## config.mk

```make
export PLATFORM = sky130hd
export DESIGN_NAME = divide
export DESIGN_NICKNAME = d
export VERILOG_FILES = /design/src/rtl/divide.sv
export SDC_FILE = /design/constraint.sdc
export NUM_CORES = 1
export LEC_CHECK = 0
export ABC_CLOCK_PERIOD_IN_PS = 2350
export CORE_AREA = 2 2 73 75
export CTS_CLUSTER_DIAMETER = 120
export DETAILED_ROUTE_END_ITERATION = 8
export DIE_AREA = 0 0 75 77
export DONT_BUFFER_PORTS = 1
export PLACE_DENSITY_LB_ADDON = 0.05
export SKIP_LAST_GASP = 1
export SYNTH_ARGS = -nofsm -noshare
export SYNTH_HDL_FRONTEND = slang
export SYNTH_SLANG_ARGS = --single-unit
```

## constraint.sdc

```tcl
create_clock -name clk -period 2.35 [get_ports clk]
set_input_delay 0.1175 -clock clk [delete_from_list [all_inputs] [get_ports clk]]
set_output_delay 0.1175 -clock clk [all_outputs]
set_load 0.02 [all_outputs]
```

## src/rtl/divide.sv

```systemverilog
// Iterative 16/8 unsigned restoring divider: one quotient bit per clock, MSB first.
// Results are registered and held until the next accepted operation completes.
module divide (
    input  logic        clk,
    input  logic        rst,
    input  logic        start,
    input  logic [15:0] dividend,
    input  logic [7:0]  divisor,
    output logic        busy,
    output logic        done,
    output logic [15:0] quotient,
    output logic [7:0]  remainder,
    output logic        div_zero
);

    typedef enum logic [1:0] {StIdle, StRun, StDone} state_e;

    state_e state_q, state_d;

    logic [3:0]  count_q, count_d;
    logic [15:0] work_q, work_d;      // dividend bits shift out, quotient bits shift in
    logic [7:0]  rem_q, rem_d;
    logic [7:0]  dsr_q, dsr_d;
    logic [15:0] quotient_q, quotient_d;
    logic [7:0]  remainder_q, remainder_d;
    logic        div_zero_q, div_zero_d;

    logic        accept;
    logic        load;
    logic        zero_op;
    logic        last_step;

    logic [8:0]  partial;
    logic [8:0]  diff;
    logic        ge;
    logic [7:0]  step_rem;
    logic [15:0] step_quo;

    // State register
    always_ff @(posedge clk or posedge rst) begin
        if (rst) begin
            state_q <= StIdle;
        end else begin
            state_q <= state_d;
        end
    end

    // Next-state logic
    always_comb begin
        state_d = state_q;
        unique case (state_q)
            StIdle, StDone: begin
                if (start) begin
                    state_d = (divisor == 8'd0) ? StDone : StRun;
                end else begin
                    state_d = StIdle;
                end
            end
            StRun: begin
                if (count_q == 4'd15) begin
                    state_d = StDone;
                end
            end
            default: state_d = StIdle;
        endcase
    end

    // Output and control decode
    always_comb begin
        busy      = (state_q == StRun);
        done      = (state_q == StDone);
        accept    = start && (state_q != StRun);
        load      = accept && (divisor != 8'd0);
        zero_op   = accept && (divisor == 8'd0);
        last_step = (state_q == StRun) && (count_q == 4'd15);
    end

    // One restoring step; partial needs 9 bits since rem can be up to divisor-1 before the shift
    always_comb begin
        partial  = {rem_q, work_q[15]};
        diff     = partial - {1'b0, dsr_q};
        ge       = (partial >= {1'b0, dsr_q});
        step_rem = ge ? diff[7:0] : partial[7:0];
        step_quo = {work_q[14:0], ge};
    end

    always_comb begin
        count_d     = count_q;
        work_d      = work_q;
        rem_d       = rem_q;
        dsr_d       = dsr_q;
        quotient_d  = quotient_q;
        remainder_d = remainder_q;
        div_zero_d  = div_zero_q;
        if (load) begin
            work_d     = dividend;
            rem_d      = 8'd0;
            dsr_d      = divisor;
            count_d    = 4'd0;
            div_zero_d = 1'b0;
        end else if (zero_op) begin
            count_d     = 4'd0;
            quotient_d  = 16'hFFFF;
            remainder_d = dividend[7:0];
            div_zero_d  = 1'b1;
        end else if (busy) begin
            work_d  = step_quo;
            rem_d   = step_rem;
            count_d = count_q + 4'd1;
            if (last_step) begin
                quotient_d  = step_quo;
                remainder_d = step_rem;
            end
        end
    end

    always_ff @(posedge clk or posedge rst) begin
        if (rst) begin
            count_q     <= 4'd0;
            work_q      <= 16'd0;
            rem_q       <= 8'd0;
            dsr_q       <= 8'd0;
            quotient_q  <= 16'd0;
            remainder_q <= 8'd0;
            div_zero_q  <= 1'b0;
        end else begin
            count_q     <= count_d;
            work_q      <= work_d;
            rem_q       <= rem_d;
            dsr_q       <= dsr_d;
            quotient_q  <= quotient_d;
            remainder_q <= remainder_d;
            div_zero_q  <= div_zero_d;
        end
    end

    assign quotient  = quotient_q;
    assign remainder = remainder_q;
    assign div_zero  = div_zero_q;

endmodule

```

==> out/metrics.csv <==
stage,metric,value,unit
power_and_ir_drop,p_sw_frac,0.4161,
yosys,ys.flop_type,dfrtp_1,
worst_setup_path,reg2regPathDepth,8,
layout,final_core_util,0.7081,
clocking,clock-sinks,63,
sta,min_period,2.171,ns
route,drc_errors,0,
route,wire_per_inst,17.54,µm
layout,antenna_cells,0,
worst_setup_path,cp-start-kind,flip-flop,
yosys,yosysTopAreaCellShare,0.5392,
power_and_ir_drop,p_int,0.003270,W
yosys,postSynthCellCount,275,
worst_setup_path,criticalPathCategory,reg2reg,
sta,post-route-period-util,0.9239,
sta,skew,0.005835,ns
placed_design,dpl-instance-area,3045,µm²
yosys,async_flop_share,1.000,
clocking,cts_tree,yes,
grt,grt_pass1_wl,10.81,mm
layout,fin_nets,348,
worst_setup_path,crit_top_cell,a31o_1,
floorplanning,core,4977,µm²
sta,timing.fmax,460.6,MHz
placed_design,place.gp.congestion,0.7884,
clocking,h-tree-depth,3,
grt,grt_pass1_vias,2270,
status,status,"finished, final reports clean",
worst_setup_path,worst_ep_required_time,2.56,ns
worst_setup_path,critPathLaunch,rem_q[3],
sta,maxSlewViolCount,0,
yosys,syn_avg_cell_area,10.63,µm²
flow_run,maxCapViolCount,0,
sta,finalSetupViolCount,0,
sta,worst-slew-pin-transition,1.098,ns
power_and_ir_drop,pwr-share-seq,0.406,
worst_setup_path,cp_max_fo,4,
grt,antenna_found_initial,0,
sta,slew_headroom,0.2683,
worst_setup_path,endpoint,remainder[0],
route,postRouteAntennaNets,0,
grt,grt-ovfl-total,0,
sta,fin_tns_setup,0,ns
yosys,synth_area_leader_cell,dfrtp_1,
power_and_ir_drop,power_frac_clock,0.173,
layout,stdcell_area,3525,µm²
worst_setup_path,endpoint_kind,flip-flop,
yosys,yosys-top-cells-count,"dfrtp_1 (63), nand2_1 (36), inv_1 (29), a222oi_1 (16), o22a_1 (16)",
route,drt-pass1-iter-count,5,
worst_setup_path,r2r_end,remainder[0],
power_and_ir_drop,leakagePower,1.626,nW
yosys,synth_edf_count,0,
layout,fillers,390,
yosys,synth.cell_area,2924,µm²
sta,rsz0062_at_grt,false,
floorplanning,placementRows,26,
floorplanning,start_util,0.5875,
floorplanning,num_io_pins,54,
yosys,synth_most_common_cell,dfrtp_1,
route,via_count,2197,
clocking,clk_latency,0.33,ns
route,wirelength,6.769,mm
grt,grtUsageTotal,0.2517,
layout,area_growth_syn_to_layout,20.54,%
power_and_ir_drop,p_switching,0.002330,W
worst_setup_path,cp.arrival,2.39,ns
worst_setup_path,regToRegStartpoint,rem_q[3],
power_and_ir_drop,p_per_area,1589,nW/µm²
worst_setup_path,slowest_stage,dfrtp_1,
yosys,ys_seq_area_frac,0.5392,
yosys,synth.area.top_cells,"dfrtp_1 (54%), a222oi_1 (5.5%), o22a_1 (4.8%), nand2_1 (4.6%), ha_1 (3.9%)",
clocking,path_clk_slew,0.07,ns
yosys,synth_nets,312,
clocking,clock_path_buffers,2,
route,viasPerCell,5.692,
floorplanning,die_y,77,µm
sta,finalHoldViolCount,0,
min_path,min_path_type,in2reg,
worst_setup_path,regToRegSetupSlack,0.18,ns
route,drtIter0Drc,206,
yosys,yosysWarningCount,0,
floorplanning,dieArea,5775,µm²
worst_setup_path,crit_path_max_incr_delay,0.40,ns
placed_design,place.port_buffers,0,
yosys,yosysUniqueCellTypes,41,
layout,drive_above_1_share,0.1203,
grt,grt_max_degree,39,
placed_design,hpwl,4.664,mm
power_and_ir_drop,pwr-share-comb,0.421,
clocking,cts_buffers,9,
power_and_ir_drop,ir_drop,0.8044,mV
floorplanning,dieWidth,75,µm
worst_setup_path,crit_chain,ha_1 > a21o_1 > a31o_1 > o21ai_1 > o211ai_1 > buf_4 > mux2i_1 > a31o_1,
clocking,cts_root_buffer,clkbuf_8,
yosys,synth_seq_cells,63,
[per-layer routing]
layer	track usage	wire (µm)
met3	0.06570	387
met5	0	0
met2	0.3886	3226
met1	0.3345	3062
met4	0.1036	92
[timing repair]
item	4_1_cts	5_1_grt
endpoints found under the setup margin	0	2
gates resized for setup	0	2
hold buffers	26	0
hold endpoints to repair	71	0
buffers inserted	0	0
[worst min-delay path by stage]
stage | from | end | slack [ns] | depth (start not counted)
global route | dividend[0] | remainder[0] | 0.07 | 3
global placement | rst | quotient[11] | 0.19 | 1
finish | dividend[0] | remainder[0] | 0.06 | 3
CTS | dividend[0] | remainder[0] | 0.03 | 3
detailed placement | rst | work_q[10] | 0.18 | 1
floorplan | divisor[1] | dsr_q[1] | 0.24 | 2
[kinds of logic (layout without fill, tap and decap cells)]
| group | after synthesis | after routing | synth area share |
|---|---|---|---|
| buffers and inverters | 44 | 85 | 0.06162 |
| AOI/OAI and AO/OA | 81 | 81 | 0.2088 |
| and+or+nand+nor | 62 | 62 | 0.09585 |
| adders and majority gates | 10 | 10 | 0.04536 |
| muxes | 9 | 9 | 0.03124 |
| xor gates and xnor gates | 6 | 6 | 0.01797 |
| DFF | 63 | 63 | 0.5392 |
[sequential cells by signal, summed over array words and instances, names as in the netlist]
name / flops
state_q: 2
quotient: 16
dsr_q: 8
remainder: 8
count_q: 4
work_q: 16
rem_q: 8
div_zero: 1
[stage by stage]
step	setup slack [ns]	power (W)	instances	hold WS, ns
final	0.1787	0.005600	386	0.06292
after global routing	0.007745	0.006027	386	0.06646
after CTS	0.1600	0.005570	386	0.03464
after detailed placement	0.1747	0.004540	344	0.1833
after global placement	0.1843	0.004479	344	0.1873
after floorplan	0.4178	0.003982	275	0.2400
[cells in the final DEF (no fill, tap or decap), types with 8 or more instances in the layout]
cell	Yosys	final
ha_1	9	9
o21ai_0	10	10
clkbuf_8	0	12
inv_1	29	28
dfrtp_1	63	63
mux2i_1	8	8
nand2_1	36	36
buf_4	0	13
nor2_1	12	12
o21ai_1	13	13
a222oi_1	16	16
dlygate4sd3_1	0	26
o22a_1	16	16
[worst max-delay path: cells and delay by family (launching register included)]
kind	cells	cell delay [ns]
AOI/OAI and AO/OA	5	0.95
DFF	1	0.40
buffers and inverters	1	0.21
muxes	1	0.15
adders and majority gates	1	0.36
[power groups by stage]
stage	clock, W	sequential [W]	combinational, W
after global routing	0.00104	0.00234	0.00265
final	0.000969	0.00227	0.00236
after floorplan	0	0.00215	0.00184
after detailed placement	0	0.00228	0.00226
after global placement	0	0.00227	0.00221
after CTS	0.000985	0.00227	0.00231
[cell type report]
cell class | instances | area, µm² | share of cell area
flip-flops and latches | 63 | 1577 | 0.4473
multi-input cells | 168 | 1180 | 0.3348
repair buffers | 39 | 357.8 | 0.1015
clock buffers | 14 | 172.7 | 0.04899
inverters | 30 | 112.6 | 0.03195
well taps | 70 | 87.58 | 0.02485
clock inverters | 2 | 37.54 | 0.01065
Power figures use the tool's default switching activity.
